==> config.mk <==
export PLATFORM = sky130hd
export DESIGN_NAME = serial_compare_ctrl
export DESIGN_NICKNAME = d
export VERILOG_FILES = /design/src/rtl/serial_compare_ctrl.sv
export SDC_FILE = /design/constraint.sdc
export NUM_CORES = 1
export LEC_CHECK = 0
export ABC_AREA = 1
export BUFFER_PORTS_ARGS = -buffer_cell sky130_fd_sc_hd__clkbuf_2
export CORE_MARGIN = 8
export CORE_UTILIZATION = 31
export DETAILED_ROUTE_END_ITERATION = 6
export PLACE_DENSITY = 0.48
export SYNTH_ARGS = -nofsm -noshare
export SYNTH_HDL_FRONTEND = slang
export SYNTH_SLANG_ARGS = --single-unit
==> constraint.sdc <==
create_clock -name clk -period 1.7 [get_ports clk]
set_input_delay 0.34 -clock clk [delete_from_list [all_inputs] [get_ports clk]]
set_output_delay 0.34 -clock clk [all_outputs]
set_load 0.02 [all_outputs]
==> src/rtl/serial_compare_ctrl.sv <==
// serial_compare_ctrl
//
// Sequencer that uses one external single-bit comparator cell as a WIDTH-bit
// unsigned magnitude comparator. A start pulse in IDLE latches both operands.
// The sequencer then presents one bit pair per cycle, MSB first. The first
// bit pair that is not equal decides the result. Equal operands finish after
// the LSB. Completion is reported with a single-cycle done pulse.
//
// Ports
//   clk, rst_n              rising-edge clock, asynchronous active-low reset
//   start                   compare request, only honoured in IDLE
//   a, b                    operands, captured when start is accepted
//   bit_a, bit_b            current bit pair to the comparator (0 outside SCAN)
//   bit_eq/bit_gre/bit_less comparator response for the presented bit pair
//   busy                    high while bits are being scanned
//   done                    one-cycle completion pulse
//   eq, gre, less           result flags, held until the next accepted start
//   err                     comparator response was not one-hot
module serial_compare_ctrl #(
  parameter int WIDTH = 8
) (
  input  logic             clk,
  input  logic             rst_n,
  input  logic             start,
  input  logic [WIDTH-1:0] a,
  input  logic [WIDTH-1:0] b,
  output logic             bit_a,
  output logic             bit_b,
  input  logic             bit_eq,
  input  logic             bit_gre,
  input  logic             bit_less,
  output logic             busy,
  output logic             done,
  output logic             eq,
  output logic             gre,
  output logic             less,
  output logic             err
);

  localparam int IDX_W = $clog2(WIDTH);

  typedef enum logic [1:0] {
    IDLE = 2'd0,
    SCAN = 2'd1,
    DONE = 2'd2
  } state_t;

  state_t             state_reg, state_next;
  logic [WIDTH-1:0]   a_reg, a_next;
  logic [WIDTH-1:0]   b_reg, b_next;
  logic [IDX_W-1:0]   idx_reg, idx_next;
  logic               eq_reg, eq_next;
  logic               gre_reg, gre_next;
  logic               less_reg, less_next;
  logic               err_reg, err_next;
  logic               resp_onehot;

  // Exactly one of three bits set: odd parity excludes zero and two set bits,
  // and the AND term excludes all three set.
  assign resp_onehot = (bit_eq ^ bit_gre ^ bit_less) & ~(bit_eq & bit_gre & bit_less);

  always_ff @(posedge clk or negedge rst_n) begin
    if (!rst_n) begin
      state_reg <= IDLE;
      a_reg     <= '0;
      b_reg     <= '0;
      idx_reg   <= '0;
      eq_reg    <= 1'b0;
      gre_reg   <= 1'b0;
      less_reg  <= 1'b0;
      err_reg   <= 1'b0;
    end else begin
      state_reg <= state_next;
      a_reg     <= a_next;
      b_reg     <= b_next;
      idx_reg   <= idx_next;
      eq_reg    <= eq_next;
      gre_reg   <= gre_next;
      less_reg  <= less_next;
      err_reg   <= err_next;
    end
  end

  always_comb begin
    state_next = state_reg;
    a_next     = a_reg;
    b_next     = b_reg;
    idx_next   = idx_reg;
    eq_next    = eq_reg;
    gre_next   = gre_reg;
    less_next  = less_reg;
    err_next   = err_reg;

    case (state_reg)
      IDLE: begin
        if (start) begin
          state_next = SCAN;
          a_next     = a;
          b_next     = b;
          idx_next   = IDX_W'(WIDTH - 1);
          eq_next    = 1'b0;
          gre_next   = 1'b0;
          less_next  = 1'b0;
          err_next   = 1'b0;
        end
      end
      SCAN: begin
        if (!resp_onehot) begin
          err_next   = 1'b1;
          state_next = DONE;
        end else if (bit_gre) begin
          gre_next   = 1'b1;
          state_next = DONE;
        end else if (bit_less) begin
          less_next  = 1'b1;
          state_next = DONE;
        end else if (idx_reg == '0) begin
          // Every bit matched down to the LSB.
          eq_next    = 1'b1;
          state_next = DONE;
        end else begin
          idx_next   = idx_reg - 1'b1;
        end
      end
      DONE: begin
        state_next = IDLE;
      end
      default: begin
        state_next = IDLE;
      end
    endcase
  end

  // All status outputs decode from registered state, so the asynchronous reset
  // drives them to zero without waiting for a clock edge.
  assign busy  = (state_reg == SCAN);
  assign done  = (state_reg == DONE);
  assign bit_a = busy & a_reg[idx_reg];
  assign bit_b = busy & b_reg[idx_reg];
  assign eq    = eq_reg;
  assign gre   = gre_reg;
  assign less  = less_reg;
  assign err   = err_reg;

endmodule

==> flow_metrics.tcl, run 1 <==
set metrics [dict create \
    yosysTopAreaCell "dfrtp_1" \
    clk_path_buf_depth 2 \
    gp_congestion 0.854 \
    die_area_sq_um 6480 \
    cts_tree "built" \
    syn_avg_cell_area_sq_um 7.63 \
    die_h_um 80.5 \
    yosysMostFrequentCell "nand2_1" \
    grt_pass1_wl_um 5440 \
    yosysWarnings 0 \
    h-tree-depth 1 \
    antenna_found_initial 0 \
    cts-root-buf "clkbuf_8" \
    synth_ff_type "dfrtp_1" \
    fin_crit_sh_pct 105 \
    fin_skew_ns 0.00122 \
    multiInputGateArea_sq_um 581 \
    start_util_pct 32.2 \
    ys_seq_area_share_pct 48.5 \
    period_needed_ns 1.79 \
    antennaDiodeCount 0 \
    leakage_nw 0.846 \
    clock.fmax_mhz 559 \
    seqCellArea_sq_um 627 \
    grt_pass1_vias 1232 \
    nets 226 \
    die_w_um 80.5 \
    start_kind "flip-flop" \
    cts_sinks 25 \
    hold_viol_final 0 \
    r2r_start "idx_reg[0]" \
    fin_ws_ns -0.0889 \
    coreArea_sq_um 4000 \
    worst_pin_slew_ns 0.631 \
    relSlewSlack_pct 57.9 \
    route.detailed.wl_per_inst_um 12.5 \
    post_cts_buffers 0 \
    drc_errors 0 \
    synthesis.nets 194 \
    final_cell_area_sq_um 1550 \
    worstHoldPathType "in2async" \
    routed-via-count 1159 \
    worstPathRequired_ns 1.36 \
    crit_arrival_ns 1.45 \
    ys_top_cells_by_area "dfrtp_1 49%, nand2_1 19%, nor2_1 7.3%" \
    yosys-top-cells-count "66 x nand2_1, 25 x dfrtp_1, 25 x nor2_1" \
    vias_per_cell 4.64 \
    timing.final.max_slew_violations 0 \
    reg2reg_depth 8 \
    pre_cts_slack_ns 0.124 \
    power.density_nw_per_um2 1550 \
    tns_ns -0.158 \
    io_pins 30 \
    cap_violations 0 \
    timing.rr.end "idx_reg[2]" \
    cts_buffers 3 \
    holdBufCountCts 0 \
    drive_above_1_share_pct 24.0 \
    finalSetupViolCount 2 \
    port_buffers 29 \
    status "complete, but fails checks" \
    ys_ff_latch 25 \
    critPathMaxFanout 5 \
    grt_overflow 0 \
    dpl.hpwl_um 2380 \
    synth_edf_count 0 \
    first_iter_violations 37 \
    rrSetupSlack_ns 0.18 \
    path_clk_slew_ns 0.09 \
    synth_top_cell_area_share_pct 48.5 \
    ant_nets 0 \
    violations "negative setup slack" \
    worst_skew_pair.late_latency_ns 0.27 \
    first_pass_iters 4 \
    power_mw 2.40 \
    synth_cells 169 \
    wirelength_um 3130 \
    async_reset_ff_share_pct 100 \
    placed_cell_area_sq_um 1480 \
    placementRows 23 \
    dp_cells 245 \
    endpoint_kind "primary output" \
    rsz0062_at_grt "true" \
    synthToLayoutAreaGrowth_pct 20.3 \
    synth_area_sq_um 1290 \
    ys_types 21 \
    layout.cells.non_filler 250 \
    critical_path_class "reg2out" \
    nFillCells 439 \
    vdd_drop_max_uv 459 \
    grt_max_degree 26 \
    track_usage_pct 10.5 \
]
==> power breakdown <==
group	switching, mW	internal (mW)	leakage, nW
Sequential	0.199	0.826	0.308
Combinational	0.609	0.415	0.512
Clock	0.185	0.164	0.0255
Total	0.993	1.40	0.846
==> worst max-delay path by stage <==
stage,from,end,slack [ns],depth (start not counted)
floorplan,idx_reg[1],bit_a,0.27,7
global placement,idx_reg[0],idx_reg[2],0.14,8
CTS,idx_reg[0],bit_b,-0.1,8
detailed placement,bit_gre,idx_reg[0],0.12,9
global route,idx_reg[0],bit_b,-0.22,8
finish,idx_reg[0],bit_b,-0.09,8
==> through the flow <==
| stage | hold WS (ns) | utilization [%] |
|---|---|---|
| floorplan | 0.0444 | - |
| global placement | 0.390 | 36.9 |
| CTS | 0.104 | 38.5 |
| detailed placement | 0.393 | 36.9 |
| global route | 0.120 | 38.8 |
| finish | 0.0750 | 38.8 |
==> placed cells by master (no fill, tap or decap), types with 3 or more instances in the layout <==
| cell | netlist | final |
|---|---|---|
| inv_1 | 9 | 9 |
| nor2_1 | 25 | 23 |
| nand3_1 | 8 | 8 |
| a31oi_1 | 3 | 3 |
| dfrtp_1 | 25 | 24 |
| ha_1 | 3 | 3 |
| clkbuf_2 | 0 | 27 |
| o21ai_0 | 11 | 5 |
| buf_4 | 4 | 6 |
| nand2_1 | 66 | 66 |
| clkbuf_8 | 0 | 3 |
| o21ai_1 | 0 | 6 |
==> cell type report <==
| class | count | area share, % |
|---|---|---|
| inverter | 11 | 2.74 |
| tap | 50 | 4.04 |
| timing repair buffer | 34 | 12.3 |
| clock buffer | 3 | 2.66 |
| multi-input combinational | 126 | 37.4 |
| sequential | 25 | 40.4 |
| clock inverter | 1 | 0.323 |
==> metal layers <==
layer  share of wire [%]  track usage, %
met3                 6.5            3.24
met5                   0               0
met4                 2.0            5.27
met1                  43            11.5
met2                  49            17.9
==> logic make-up after synthesis <==
group                      Yosys count  synth area share (%)
DFF                                 25                  48.5
buffers and inverters               18                  7.18
adders and majority gates            3                  2.91
and+or+nand+nor                    106                  34.2
AOI/OAI and AO/OA                   16                  6.50
xor gates and xnor gates             1                 0.680
==> worst max-delay path: stages, from the launching register on <==
cell and delay, ns:
dfrtp_1 0.43, buf_6 0.16, nor2_1 0.10, nor2_1 0.04, o21ai_1 0.07, o21ai_1 0.08, nor2_1 0.09, nor2_1 0.06
buf_4 0.15
==> timing repair <==
action	in CTS	in global routing
hold endpoints to repair	0	0
pin swaps	2	4
gates resized for setup	8	9
setup endpoints to repair	2	2
cloned	1	0
Power figures use the tool's default switching activity.
==> run 2, diff against run 1 <==
--- a/config.mk
+++ b/config.mk
@@ -7,6 +7,7 @@
 export LEC_CHECK = 0
 export ABC_AREA = 1
 export BUFFER_PORTS_ARGS = -buffer_cell sky130_fd_sc_hd__clkbuf_2
+export CORE_ASPECT_RATIO = 0.9
 export CORE_MARGIN = 8
 export CORE_UTILIZATION = 31
 export DETAILED_ROUTE_END_ITERATION = 6
==> run 2 against run 1 <==
Compared with the run above: the run still ends with negative setup slack left; clock power increased by 12%; non-clock buffer count increased by 1; die area about the same; utilization increased by 0.082 points; final cell count decreased by 0.40%; clock skew increased by 0.0090 ns; setup slack got worse by 0.011 ns; sequential power about the same; clock-buffer cell count unchanged.
==> flow_metrics.tcl, run 2 (same netlist as run 1, synthesis figures left out) <==
set metrics [dict create \
    die_w_um 84.0 \
    grt_pass1_vias 1224 \
    seqPwrFrac_pct 40.6 \
    worst_pin_slew_ns 0.654 \
    final_cell_mix "66 x nand2_1, 27 x clkbuf_2, 25 x nor2_1" \
    wirelength_um 3160 \
    antenna_found_initial 0 \
    first_pass_iters 4 \
    fin_crit_sh_pct 106 \
    die_area_sq_um 6480 \
    cp.depth 9 \
    p_comb_share_pct 43.7 \
    crit_top_cell "nor2_1" \
    synthToLayoutAreaGrowth_pct 21.9 \
    critical_path_class "reg2out" \
    cap_violations 0 \
    first_iter_violations 66 \
    cts_buffers 3 \
    reg2reg_depth 9 \
    leakage_nw 0.854 \
    finalSetupViolCount 2 \
    die_h_um 77.2 \
    h-tree-depth 1 \
    grt_pass1_wl_um 5530 \
    clockPowerShare_pct 15.6 \
    fin_ws_ns -0.100 \
    critPathSlowestCell "dfrtp_1" \
    clock.fmax_mhz 555 \
    clk_path_buf_depth 2 \
    p_sw_mw 1.04 \
    routed-via-count 1138 \
    timing.final.max_slew_violations 0 \
    crit_arrival_ns 1.46 \
    worstPathRequired_ns 1.36 \
    grt_overflow 0 \
    worstHoldPathType "in2async" \
    cts-root-buf "clkbuf_8" \
    vias_per_cell 4.57 \
    track_usage_pct 10.1 \
    dpl.hpwl_um 2270 \
    io_pins 30 \
    drive_above_1_share_pct 23.9 \
    swShare_pct 41.8 \
    p_int_mw 1.45 \
    rsz0062_at_grt "true" \
    status "complete, but fails checks" \
    path_buf_inv 3 \
    dp_cells 242 \
    violations "negative setup slack" \
    drc_errors 0 \
    cp_cell_sequence "buf_6 -> buf_6 -> nor2_1 -> nor2_1 -> o21ai_1 -> nand3_1 -> nand2_1 -> nor2_1 -> buf_4" \
    period_needed_ns 1.80 \
    placementRows 22 \
    power.density_nw_per_um2 1590 \
    start_util_pct 31.8 \
    endpoint_kind "primary output" \
    final_common_cell "nand2_1" \
    cts_tree "built" \
    route.detailed.wl_per_inst_um 12.7 \
    fin_skew_ns 0.0102 \
    cp_slowest_stage_delay_ns 0.41 \
    gp_congestion 0.827 \
    vdd_drop_max_uv 761 \
    port_buffers 29 \
    relSlewSlack_pct 56.4 \
    path_delay_family "buffers and inverters" \
    start_kind "flip-flop" \
    critPathMaxFanout 6 \
    path_clk_slew_ns 0.11 \
    nets 227 \
    antennaDiodeCount 0 \
    ant_nets 0 \
    coreArea_sq_um 4050 \
    cts_sinks 25 \
    layout.cells.non_filler 249 \
    hold_viol_final 0 \
    grt_max_degree 26 \
    worst_skew_pair.late_latency_ns 0.28 \
    pre_cts_slack_ns 0.113 \
]
## run 2: final timing paths
check,start,slack [ns],to
min in group clk,b[7],0.24,b_reg[7]
worst max register to register,idx_reg[0],0.26,idx_reg[2]
max in group asynchronous,rst_n,1.18,idx_reg[1]
worst min-delay path,rst_n,0.07,idx_reg[2]
worst min register to register,a_reg[7],0.49,a_reg[7]
worst max-delay path,idx_reg[0],-0.10,bit_a
## run 2: routing by layer
metal  global-route usage (%)  routed length (um)
met1                     12.5                1540
met4                     2.24                  19
met5                        0                   0
met2                     16.1                1390
met3                     4.12                 213
## run 2: layout make-up
| class | instances | area, sq um |
|---|---|---|
| clock buffer | 3 | 41.3 |
| clock inverter | 1 | 8.76 |
| fill | 435 | 2470 |
| inverter | 11 | 48.8 |
| multi-input combinational | 126 | 571 |
| sequential | 25 | 627 |
| tap | 48 | 60.1 |
| timing repair buffer | 35 | 215 |
## run 2: power by group through the flow
stage | combinational, mW | sequential (mW) | clock [mW]
after floorplan | 0.750 | 0.969 | 0
after global placement | 0.961 | 1.02 | 0
after detailed placement | 0.975 | 1.02 | 0
after CTS | 1.10 | 1.01 | 0.399
after global routing | 1.24 | 1.05 | 0.434
final | 1.09 | 1.01 | 0.391
## run 2: worst reg2reg max path, stage by stage, from the launching register on
cell and delay [ns]:
dfrtp_1 0.38, buf_4 0.13, clkinv_4 0.08, ha_1 0.20, inv_1 0.05, nor2_1 0.04, nor2_1 0.15, nand3_2 0.15
nand3_1 0.10, nand2_1 0.06
## run 2: repair_timing
item / CTS / global route
pin swaps: 2 / 1
buffers inserted: 3 / 0
resized for setup: 17 / 3
endpoints found under the setup margin: 2 / 2
hold buffers: 0 / 0
## run 2: metrics by stage
stage                     power (mW)  hold WS (ns)  setup TNS, ns  instance area (sq um)  util (%)
after global placement          1.98         0.389              0                   1480      36.5
after CTS                       2.51        0.0938         -0.197                   1570      38.8
after floorplan                 1.72        0.0444              0                   1290         -
final                           2.50        0.0681         -0.188                   1570      38.8
after global routing            2.73         0.106         -0.382                   1570      38.8
after detailed placement        1.99         0.405              0                   1480      36.5
==> run 3, diff against run 2 <==
--- a/config.mk
+++ b/config.mk
@@ -6,12 +6,12 @@
 export NUM_CORES = 1
 export LEC_CHECK = 0
 export ABC_AREA = 1
-export BUFFER_PORTS_ARGS = -buffer_cell sky130_fd_sc_hd__clkbuf_2
 export CORE_ASPECT_RATIO = 0.9
 export CORE_MARGIN = 8
 export CORE_UTILIZATION = 31
 export DETAILED_ROUTE_END_ITERATION = 6
-export PLACE_DENSITY = 0.48
+export DONT_BUFFER_PORTS = 1
+export PLACE_DENSITY = 0.42
 export SYNTH_ARGS = -nofsm -noshare
 export SYNTH_HDL_FRONTEND = slang
 export SYNTH_SLANG_ARGS = --single-unit
==> run 3 against run 2 <==
Compared with the run above: critical path depth is 1 lower; worst hold slack better by 0.10 ns; utilization is 2.4 points lower; via count is 8.5% lower; sequential power is 8% higher; fmax is 0.62% higher; clock skew is 0.0032 ns higher; cell area is 6.3% lower; the flow still finishes with violations (negative setup slack); combinational power is 11% lower; global-route usage is 0.67 points lower; setup slack better by 0.011 ns; largest cell class unchanged; power is 3.2% lower.
==> flow_metrics.tcl, run 3 (same netlist as run 1, synthesis figures left out) <==
set metrics [dict create \
    min_from "a[2]" \
    worstPathRequired_ns 1.36 \
    routed-via-count 1041 \
    track_usage_pct 9.47 \
    fin_ws_ns -0.0893 \
    nFillCells 431 \
    critPathMaxFanout 5 \
    grt_max_degree 26 \
    r2r_start "idx_reg[1]" \
    coreArea_sq_um 4050 \
    final_common_cell "nand2_1" \
    cts_buffers 3 \
    first_pass_iters 6 \
    io_pins 30 \
    reg2reg_depth 8 \
    top_usage_layer "met2" \
    drc_errors 0 \
    tns_ns -0.170 \
    cts_sinks 25 \
    globalRouteMet3Util_pct 3.70 \
    route.detailed.wl_per_inst_um 13.6 \
    worst_hold_path.endpoint "a_reg[2]" \
    vias_per_cell 4.63 \
    placementRows 22 \
    grt_pass1_vias 1082 \
    die_h_um 77.2 \
    finalSetupViolCount 2 \
    grt_pass1_wl_um 5180 \
    min_path_cells 2 \
    antenna_found_initial 0 \
    cts_tree "built" \
    leakage_nw 0.752 \
    grt_use_met1_pct 12.5 \
    timing.rr.end "idx_reg[1]" \
    worstHoldPathType "in2reg" \
    fin_skew_ns 0.0134 \
    cp_cell_sequence "buf_6 -> nor2_4 -> nor2_1 -> o21ai_1 -> o21ai_1 -> nor2_1 -> nor2_2 -> buf_6" \
    vdd_drop_max_uv 481 \
    die_w_um 84.0 \
    path_clk_slew_ns 0.10 \
    cp_slowest_stage_delay_ns 0.45 \
    first_iter_violations 62 \
    rrSetupSlack_ns 0.29 \
    period_needed_ns 1.79 \
    violations "negative setup slack" \
    die_area_sq_um 6480 \
    fin_crit_sh_pct 105 \
    gp_congestion 0.801 \
    post-route-util_pct 36.4 \
    path_delay_family "flip-flops" \
    clock.fmax_mhz 559 \
    dpl.hpwl_um 2360 \
    wirelength_um 3050 \
    rsz0062_at_grt "true" \
    start_kind "flip-flop" \
    relSlewSlack_pct 74.2 \
    endpoint_kind "primary output" \
    worst_skew_pair.late_latency_ns 0.27 \
    clk_path_buf_depth 2 \
    worst_pin_slew_ns 0.385 \
    cap_violations 0 \
    path_buf_inv 2 \
    crit_arrival_ns 1.45 \
    critPathSlowestCell "dfrtp_2" \
    critical_path_class "reg2out" \
    synthToLayoutAreaGrowth_pct 14.3 \
    port_buffers 0 \
    timing.final.max_slew_violations 0 \
    h-tree-depth 1 \
    power.density_nw_per_um2 1640 \
    final_cell_mix "66 x nand2_1, 23 x dfrtp_1, 22 x nor2_1" \
    nets 203 \
    antennaDiodeCount 0 \
    start_util_pct 31.8 \
    cts-root-buf "clkbuf_8" \
    grt_overflow 0 \
    ant_nets 0 \
    grtUsageMet2_pct 14.6 \
    hold_viol_final 0 \
    drive_above_1_share_pct 15.3 \
    status "complete, but fails checks" \
]
run 3: worst max-delay path by stage:
stage	cells past startpoint	from	to	slack [ns]
finish	8	idx_reg[0]	bit_b	-0.09
global route	8	idx_reg[0]	bit_b	-0.20
CTS	8	idx_reg[0]	bit_a	-0.08
detailed placement	7	idx_reg[1]	bit_b	0.14
global placement	7	idx_reg[1]	bit_b	0.14
floorplan	7	idx_reg[1]	bit_a	0.27
run 3: layout make-up:
| type | count | area, sq um | area share (%) |
|---|---|---|---|
| Timing Repair Buffer | 11 | 109 | 7.39 |
| Sequential cell | 25 | 628 | 42.7 |
| Tap cell | 48 | 60.1 | 4.08 |
| Clock inverter | 1 | 7.51 | 0.510 |
| Inverter | 11 | 43.8 | 2.97 |
| Clock buffer | 3 | 41.3 | 2.80 |
| Multi-Input combinational cell | 126 | 583 | 39.6 |
run 3: what timing repair did:
| action | 4_1_cts | 5_1_grt |
|---|---|---|
| cloned | 1 | 0 |
| buffers inserted | 1 | 0 |
| endpoints found under the hold margin | 25 | 0 |
| pin swaps | 4 | 5 |
| endpoints found under the setup margin | 2 | 2 |
| gates resized for setup | 13 | 6 |
| hold buffers | 2 | 0 |
run 3: metrics by stage:
| step | hold slack, ns | power [mW] | instances | setup slack [ns] | cell area [sq um] |
|---|---|---|---|---|---|
| floorplan | 0.0444 | 1.72 | 169 | 0.275 | 1290 |
| global placement | 0.0454 | 1.92 | 217 | 0.137 | 1350 |
| detailed placement | 0.0454 | 1.93 | 217 | 0.136 | 1350 |
| global route | 0.171 | 2.64 | 225 | -0.197 | 1470 |
| finish | 0.170 | 2.42 | 225 | -0.0893 | 1470 |
| CTS | 0.165 | 2.41 | 225 | -0.0817 | 1460 |
run 3: worst reg2reg max path: cells and delay by family, from the launching register on:
family,cells,cell delay [ns]
AND/OR/NAND/NOR,5,0.54
flip-flops,1,0.45
buffers and inverters,2,0.13
adder cells (fa/ha/maj),1,0.18
run 3: routing by layer:
layer	routed length [um]	part of all wire, %	vias up
met5	0	0	-
met4	0	0	0
met3	159	5.2	0
met2	1370	45	21
met1	1530	50	478
li1	-	-	542
run 3: where the power goes:
group          leakage (nW)  switching [mW]  total, mW  internal (mW)
clock                0.0217           0.190      0.356          0.166
combinational         0.423           0.556      0.971          0.415
sequential            0.307           0.264       1.09          0.828
total                 0.752            1.01       2.42           1.41
